**config.mk**
```make
export PLATFORM = sky130hd
export DESIGN_NAME = instruction_prefetch_queue
export DESIGN_NICKNAME = d
export VERILOG_FILES = /design/src/rtl/riscv_definitions_pkg.sv /design/src/rtl/instruction_prefetch_queue_fifo.sv /design/src/rtl/instruction_prefetch_queue.sv
export SDC_FILE = /design/constraint.sdc
export NUM_CORES = 1
export LEC_CHECK = 0
export ABC_AREA = 1
export CORE_AREA = 2 2 178 145
export CTS_BUF_LIST = sky130_fd_sc_hd__clkbuf_4 sky130_fd_sc_hd__clkbuf_8
export DETAILED_ROUTE_END_ITERATION = 16
export DIE_AREA = 0 0 180 147
export GPL_TIMING_DRIVEN = 0
export PLACE_DENSITY = 0.93
export SYNTH_ARGS = -nofsm -noshare
export SYNTH_HDL_FRONTEND = slang
export SYNTH_SLANG_ARGS = --single-unit
```
**constraint.sdc**
```tcl
create_clock -name clk -period 6 [get_ports clk]
set_clock_uncertainty 0.2 [all_clocks]
set_input_delay 1.8 -clock clk [delete_from_list [all_inputs] [get_ports clk]]
set_output_delay 1.8 -clock clk [all_outputs]
set_load 0.1 [all_outputs]
```
**src/rtl/riscv_definitions_pkg.sv**
```systemverilog
// Shared fetch-path definitions: prefetch FSM states, queue entry layout, NOP encoding.
package riscv_definitions;

  localparam int unsigned FETCH_XLEN = 32;

  // addi x0, x0, 0
  localparam logic [FETCH_XLEN-1:0] NOP_INSTRUCTION = 32'h0000_0013;

  typedef enum logic [1:0] {
    IDLE,
    FETCH,
    DROP
  } prefetchState_e;

  typedef struct packed {
    logic [FETCH_XLEN-1:0] pc;
    logic [FETCH_XLEN-1:0] inst;
  } fetchEntry_t;

endpackage

```
**src/rtl/instruction_prefetch_queue_fifo.sv**
```systemverilog
// Circular buffer holding fetched {pc, inst} pairs; flush empties it in one cycle.
module prefetch_fifo
  import riscv_definitions::*;
#(
  parameter int unsigned DEPTH = 4,
  parameter type entry_t = fetchEntry_t
) (
  input  logic                   clk,
  input  logic                   rst_n,
  input  logic                   clk_en,
  input  logic                   flush,
  input  logic                   push,
  input  logic                   pop,
  input  entry_t                 wr_data,
  output entry_t                 rd_data,
  output logic [$clog2(DEPTH):0] count,
  output logic                   full,
  output logic                   empty
);

  localparam int unsigned PtrW = $clog2(DEPTH);
  localparam logic [PtrW-1:0] PtrOne = 1;
  localparam logic [PtrW:0] CntOne = 1;
  localparam logic [PtrW:0] CntFull = DEPTH;

  entry_t          mem_q [DEPTH];
  logic [PtrW-1:0] rd_ptr_q, wr_ptr_q;
  logic [PtrW:0]   count_q;

  // Pointers and occupancy; flush wins over push/pop, pointers wrap modulo DEPTH.
  always_ff @(posedge clk or negedge rst_n) begin
    if (!rst_n) begin
      rd_ptr_q <= '0;
      wr_ptr_q <= '0;
      count_q  <= '0;
    end else if (clk_en) begin
      if (flush) begin
        rd_ptr_q <= '0;
        wr_ptr_q <= '0;
        count_q  <= '0;
      end else begin
        if (push) wr_ptr_q <= wr_ptr_q + PtrOne;
        if (pop) rd_ptr_q <= rd_ptr_q + PtrOne;
        if (push && !pop) count_q <= count_q + CntOne;
        else if (pop && !push) count_q <= count_q - CntOne;
      end
    end
  end

  // Entry storage; no reset needed since count gates visibility.
  always_ff @(posedge clk) begin
    if (clk_en && push && !flush) mem_q[wr_ptr_q] <= wr_data;
  end

  assign rd_data = mem_q[rd_ptr_q];
  assign count   = count_q;
  assign full    = (count_q == CntFull);
  assign empty   = (count_q == '0);

endmodule

```
**src/rtl/instruction_prefetch_queue.sv**
```systemverilog
// Sequential instruction prefetcher: fetch FSM plus a small queue feeding decode.
module instruction_prefetch_queue
  import riscv_definitions::*;
#(
  parameter int unsigned DEPTH = 4,
  parameter int unsigned XLEN = FETCH_XLEN,
  parameter logic [XLEN-1:0] RESET_PC = '0
) (
  input  logic            clk,
  input  logic            rst_n,
  input  logic            clk_en,
  input  logic            redirect,
  input  logic [XLEN-1:0] redirect_addr,
  input  logic            inst_ready,
  input  logic [XLEN-1:0] inst_data,
  output logic [XLEN-1:0] inst_addr,
  output logic            inst_rd_en,
  input  logic            id_ready,
  output logic            id_valid,
  output logic [XLEN-1:0] inst_id,
  output logic [XLEN-1:0] pc_id
);

  localparam int unsigned CntW = $clog2(DEPTH) + 1;
  localparam logic [CntW-1:0] DepthCnt = DEPTH;
  localparam logic [XLEN-1:0] PcStep = 4;

  prefetchState_e  state_q, state_d;
  logic [XLEN-1:0] fetch_pc_q;
  logic [XLEN-1:0] drop_addr_q;
  logic [CntW-1:0] count, count_next;
  logic            push, pop, full, empty;
  fetchEntry_t     head, new_entry;

  // Redirect suppresses both queue operations; the flush takes their place.
  assign push       = clk_en & (state_q == FETCH) & inst_ready & ~redirect;
  assign pop        = clk_en & id_valid & id_ready & ~redirect;
  assign count_next = count + CntW'(push) - CntW'(pop);
  assign new_entry  = '{pc: fetch_pc_q, inst: inst_data};

  prefetch_fifo #(
    .DEPTH  (DEPTH),
    .entry_t(fetchEntry_t)
  ) u_fifo (
    .clk    (clk),
    .rst_n  (rst_n),
    .clk_en (clk_en),
    .flush  (redirect),
    .push   (push),
    .pop    (pop),
    .wr_data(new_entry),
    .rd_data(head),
    .count  (count),
    .full   (full),
    .empty  (empty)
  );

  // Next fetch state.
  always_comb begin
    state_d = state_q;
    unique case (state_q)
      IDLE: begin
        if (count < DepthCnt && !redirect) state_d = FETCH;
      end
      FETCH: begin
        if (redirect) begin
          // Without a response this cycle the old read is still outstanding.
          state_d = inst_ready ? FETCH : DROP;
        end else if (inst_ready) begin
          state_d = (count_next < DepthCnt) ? FETCH : IDLE;
        end
      end
      DROP: begin
        if (inst_ready) state_d = FETCH;
      end
      default: state_d = IDLE;
    endcase
  end

  // FSM state, fetch PC and the address of a read being abandoned.
  always_ff @(posedge clk or negedge rst_n) begin
    if (!rst_n) begin
      state_q     <= IDLE;
      fetch_pc_q  <= RESET_PC;
      drop_addr_q <= RESET_PC;
    end else if (clk_en) begin
      state_q <= state_d;
      if (state_q == FETCH) drop_addr_q <= fetch_pc_q;
      if (redirect) fetch_pc_q <= redirect_addr;
      else if (push) fetch_pc_q <= fetch_pc_q + PcStep;
    end
  end

  // Memory-side outputs: address stays on the abandoned read until it completes.
  always_comb begin
    inst_rd_en = (state_q != IDLE);
    inst_addr  = (state_q == DROP) ? drop_addr_q : fetch_pc_q;
  end

  // Decode-side outputs straight from the queue head.
  always_comb begin
    id_valid = ~empty;
    inst_id  = id_valid ? head.inst : NOP_INSTRUCTION;
    pc_id    = id_valid ? head.pc : '0;
  end

  logic unused_full;
  assign unused_full = full;

endmodule
```
# [Word-level counts from Yosys, hierarchy flattened]
# Memory sizes are Yosys's and may differ from the RTL's.
# Index checks and enable logic that the tools add are counted.
[op_classes] n_div=0 reduce_logical=19 bitwise=8 mul=0 mux=21 n_eq_ne=5 add_sub_neg=7 n_shift=0 magnitude_cmp=2
[op_table] operator="32-bit 2-to-1 mux" count=5
[op_table] operator="32-bit by 3-bit adder with 32-bit output, second input constant" count=1
[op_table] operator="2-bit 2-to-1 mux" count=9
[op_table] operator="3-bit 2-to-1 mux" count=3
[op_table] operator="2-bit AND reduction" count=4
[op_table] operator="1-bit bitwise AND" count=6
[op_table] operator="3-bit less-than comparator, second input constant" count=2
[op_table] operator="2-bit case mux with 3 select lines" count=1
[op_table] operator="2-bit nonzero test" count=3
[op_table] operator="1-bit logical AND" count=5
[op_table] operator="2-bit by 1-bit adder with 2-bit output, second input constant" count=2
[op_table] operator="2-bit != test, second input constant" count=2
[op_table] operator="4-bit AND reduction" count=1
[op_table] operator="3-bit by 1-bit adder with 3-bit output" count=1
[op_table] operator="3-bit by 1-bit adder with 3-bit output, second input constant" count=1
[op_table] operator="1-bit zero test" count=3
[op_table] operator="3-bit zero test" count=1
[op_table] operator="1-bit 2-to-1 mux" count=3
[op_table] operator="3-bit != test, second input constant" count=1
[op_table] operator="3-bit nonzero test" count=1
[op_table] operator="3-bit by 1-bit subtractor with 3-bit output" count=1
[op_table] operator="3-bit by 1-bit subtractor with 3-bit output, second input constant" count=1
[op_table] operator="2-bit by 1-bit equality test with 1-bit output, second input constant" count=1
[op_table] operator="2-bit equality test, second input constant" count=1
[op_table] operator="2 further kinds" count=3
[totals] register_bits=73 inputBits=70 output_inout_bits=98 n_memories=1 mem_bits_rw=256 latch_bits=0 mem_bits_ro=0 elab_cells=69
[mem_list] name="u_fifo.mem_q" depth=4 width=64 rd=1 rd_clocked_by_memory_dff=0 write_ports=1 line_no="instruction_prefetch_queue_fifo.sv:26" source="entry_t mem_q [DEPTH];"

# [Logic depth before layout (Yosys ltp)]
[logic_depth] ltp_word=11 depth_mapped=15

# [Modules after synthesis]
# A second synthesis with hierarchy kept.
[unflattened] hier_cells=1451 hier_area_um2=14845.5
[modules_own_cells] mod="prefetch_fifo" n_inst=1 area_per_inst_um2=10154.7 cells_each=688
[modules_own_cells] mod="instruction_prefetch_queue" n_inst=1 area_per_inst_um2=4690.7 cells_each=763

# [Worst setup path before layout]
# No wires, ideal clock.
[synth_path] kind="flip-flop to output port" from="register u_fifo.rd_ptr_q[0]" to="output inst_id[0]" stages_incl_launch_ff=6 slack_ns=-0.314 arrival_time_ns=4.314 required_ns=4.000 cell_sequence="dfrtp_1 -> inv_2 -> buf_2 -> buf_2 -> nor2_1 -> o311ai_0"
[synth_via] elab_chain_len=2
[synth_rtl] item="start, declared" line_no="instruction_prefetch_queue_fifo.sv:27" source="logic [PtrW-1:0] rd_ptr_q, wr_ptr_q;"
[synth_rtl] item="start signal, assigned" line_no="instruction_prefetch_queue_fifo.sv:43" source="if (pop) rd_ptr_q <= rd_ptr_q + PtrOne;"
[synth_rtl] item="memory 4 x 64 bit"
[synth_rtl] item="32-bit 2-to-1 mux" line_no="instruction_prefetch_queue.sv:103" source="inst_id = id_valid ? head.inst : NOP_INSTRUCTION;"
[synth_rtl] item="end, declared" line_no="instruction_prefetch_queue.sv:20" source="output logic [XLEN-1:0] inst_id,"
# No other way between the ends.

# [Worst setup path in the final report]
[layout_path] from="register u_fifo.count_q[2] (netlist: u_fifo.count[2])" to="output pc_id[22]"
[layout_via] elab_chain_len=2
[layout_rtl] item="start, declared" line_no="instruction_prefetch_queue_fifo.sv:28" source="logic [PtrW:0] count_q;"
[layout_rtl] item="start signal, assigned" line_no="instruction_prefetch_queue_fifo.sv:44" source="if (push && !pop) count_q <= count_q + CntOne;"
[layout_rtl] item="start signal, assigned" line_no="instruction_prefetch_queue_fifo.sv:45" source="else if (pop && !push) count_q <= count_q - CntOne;"
[layout_rtl] item="3-bit zero test" line_no="instruction_prefetch_queue_fifo.sv:58" source="assign empty = (count_q == '0);"
[layout_rtl] item="32-bit 2-to-1 mux" line_no="instruction_prefetch_queue.sv:104" source="pc_id = id_valid ? head.pc : '0;"
[layout_rtl] item="end, declared" line_no="instruction_prefetch_queue.sv:21" source="output logic [XLEN-1:0] pc_id"
# No other way between the ends.

==> results_dict.tcl <==
set metrics [dict create \
    cp.required_ps 4000 \
    cts-buffers-inserted 50 \
    period_share_pct 94.85 \
    p_per_area_nw_per_um2 586.3 \
    path_class "reg2out" \
    startpoint_type "flip-flop" \
    grt_usage_pct 29.88 \
    ys_types 34 \
    grt_max_degree 53 \
    synth_area_sq_um 14210 \
    pwr-share-seq_pct 28.8 \
    min_path_type "reg2reg" \
    p_sw_w 0.005350 \
    holdWs_ps 292.1 \
    route.detailed.drc 0 \
    ys_seq_elements 329 \
    diodes 0 \
    report.final.slew_viol_count 0 \
    grt_overflow 0 \
    cts_sinks 329 \
    avgSynthCellArea_sq_um 10.23 \
    antenna_found_initial 0 \
    cp.arrival_ps 3690 \
    dpl_worst_slack_ps 963.2 \
    finalPower_w 0.01031 \
    gp_congestion 0.9684 \
    via_per_inst 5.933 \
    worstMarginPinSlew_ps 1061 \
    p_leak_nw 6.558 \
    area_growth_pct 23.76 \
    drtIter0Drc 1606 \
    p_sw_share_pct 51.88 \
    syn-num-nets 1467 \
    r2r-start "u_fifo.count[2]" \
    fp.dieW_um 180 \
    cp-startpoint "u_fifo.count[2]" \
    rows 52 \
    fin_nets 1695 \
    fmax_mhz 175.7 \
    fin_util_pct 70.94 \
    syn-instance-count 1389 \
    die_area_sq_um 26460 \
    htree_levels 2 \
    worstHoldPathCells 2 \
    vias 11760 \
    p_int_w 0.004961 \
    ir_worst_vdd_mv 0.4613 \
    die_h_um 147 \
    clkPwrFrac_pct 19.0 \
    postCtsHoldBufs 0 \
    drt_wl_total_mm 40.12 \
    postCtsSetupBuffers 0 \
    final_layout_size_suffix_gt1_share_pct 8.323 \
    hold_viol_final 0 \
    coreArea_sq_um 24790 \
    cts_tree "built" \
    numPortBuffers 167 \
    outcome "complete, no violations" \
    critPathMaxFanout 10 \
    hp-start "drop_addr_q[17]" \
    post-place-cells 1889 \
    grt_first_pass_wirelength_mm 61.51 \
    grt_pass1_vias 11550 \
    yosysWarnings 0 \
    clk_latency_ps 580 \
    final.setup.worst_slack_ps 309.1 \
    cap_violations 0 \
    ioPinCount 168 \
    rsz0062_at_grt "no" \
    clock_path_buffers 3 \
    hpwl_mm 27.38 \
    crit_path_end_kind "output pin" \
    fin_cells 1982 \
    fillers 1688 \
    first_pass_iters 6 \
    setup_viol_count_final 0 \
    ant_nets 0 \
    clk_pin_slew_worst_paths_ps 60 \
    wl_per_cell_um 20.24 \
    reg2reg_depth 15 \
    root_buffer "clkbuf_8" \
    max-slew-margin-rel_pct 29.02 \
    ys_seq_area_share_pct 66.95 \
    initial_core_util_pct 57.32 \
    pwr-share-comb_pct 52.2 \
    fin_crit_ps 5691 \
    cts-resized-gates 0 \
]
-- kinds of logic (layout without fill, tap and decap cells) --
| kind of cell | after synthesis | count (layout) | synth area share, % |
|---|---|---|---|
| buffers and inverters | 145 | 414 | 4.165 |
| adders and majority gates | 8 | 8 | 0.7572 |
| and+or+nand+nor | 583 | 583 | 16.23 |
| DFF | 329 | 329 | 66.95 |
| AOI/OAI and AO/OA | 318 | 318 | 11.53 |
| xor gates and xnor gates | 6 | 6 | 0.3698 |
-- critical path: stages, from the launching register on --
cell and delay [ps]:
dfrtp_1 390, inv_1 100, nand3_1 330, clkinv_1 380
clkbuf_1 380, a21oi_1 340, clkdlybuf4s50_1 1200
-- sequential cells by signal, indices dropped and copies added, names as in the netlist --
| register | flops |
|---|---|
| state_q | 2 |
| u_fifo.mem_q | 256 |
| u_fifo.wr_ptr_q | 2 |
| drop_addr_q | 32 |
| fetch_pc_q | 32 |
| u_fifo.rd_ptr_q | 2 |
| u_fifo.count | 3 |
-- through the flow --
stage | cell area [sq um] | TNS [ps]
global placement | 16290 | -493170
finish | 17590 | 0
detailed placement | 16520 | 0
CTS | 17590 | 0
floorplan | 14210 | 0
global route | 17590 | 0
-- synth_stat cells, drive strengths merged --
library cell | instances | area share, %
nor2 | 364 | 9.7
edfxtp | 256 | 54
o21ai | 188 | 6.6
nand2 | 158 | 4.2
a21oi | 110 | 3.9
dfrtp | 73 | 13
inv | 68 | 1.8
nand3 | 45 | 1.7
buf | 41 | 1.4
clkbuf | 35 | 0.92
nor3 | 11 | 0.39
o22ai | 9 | 0.40
ha | 7 | 0.62
xor2 | 6 | 0.37
nand4 | 4 | 0.18
a22oi | 3 | 0.16
o311ai | 3 | 0.18
a211oi | 1 | 0.053
a31oi | 1 | 0.044
clkinv | 1 | 0.026
fa | 1 | 0.14
o211ai | 1 | 0.053
o21a | 1 | 0.053
o32ai | 1 | 0.062
or2 | 1 | 0.044
-- routing by layer --
layer,track usage (%),share of wire [%]
met3,4.536,12
met4,9.919,2.7
met2,48.68,47
met1,41.81,38
met5,0,0
-- cell type report --
| type | instances | area, sq um | share of cell area (%) |
|---|---|---|---|
| timing repair buffer | 176 | 1872 | 10.64 |
| buffer | 76 | 332.8 | 1.893 |
| clock buffer | 66 | 858.3 | 4.881 |
| multi-input combinational | 915 | 4134 | 23.51 |
| inverter | 69 | 259.0 | 1.473 |
| clock inverter | 27 | 210.2 | 1.195 |
| sequential | 329 | 9514 | 54.10 |
| tap | 324 | 405.4 | 2.305 |
-- power by group through the flow --
stage	sequential [W]	combinational [W]	clock, W
after floorplan	0.00293	0.00401	0
after global placement	0.00299	0.00523	0
after detailed placement	0.00300	0.00533	0
after CTS	0.00296	0.00536	0.00196
after global routing	0.00299	0.00559	0.00206
final	0.00297	0.00538	0.00196
-- layout by cell type (no fill, tap or decap), types with 4 or more instances in the layout --
cell / synthesis / routed
nor2_1: 362 / 358
edfxtp_1: 256 / 256
o21ai_0: 179 / 179
clkdlybuf4s50_1: 0 / 166
nand2_1: 155 / 155
a21oi_1: 110 / 110
dfrtp_1: 73 / 73
inv_1: 66 / 66
clkbuf_8: 0 / 58
nand3_1: 44 / 44
clkbuf_1: 35 / 35
buf_2: 29 / 29
clkinv_1: 1 / 11
nor3_1: 11 / 11
clkinv_2: 0 / 11
buf_1: 10 / 10
o22ai_1: 9 / 9
o21ai_1: 8 / 8
clkbuf_4: 0 / 8
ha_1: 7 / 7
nor2_4: 2 / 6
xor2_1: 6 / 6
buf_12: 0 / 6
nand4_1: 4 / 4
-- path summary, 6_finish.rpt --
path                            slack, ps         endpoint
worst max-delay path                  310        pc_id[22]
max in group asynchronous            4090   drop_addr_q[3]
min in group asynchronous             930   fetch_pc_q[28]
worst min register to register        290  drop_addr_q[17]
worst max register to register       3290       state_q[0]
worst min-delay path                  290  drop_addr_q[17]
(Power assumes the default switching activity.)
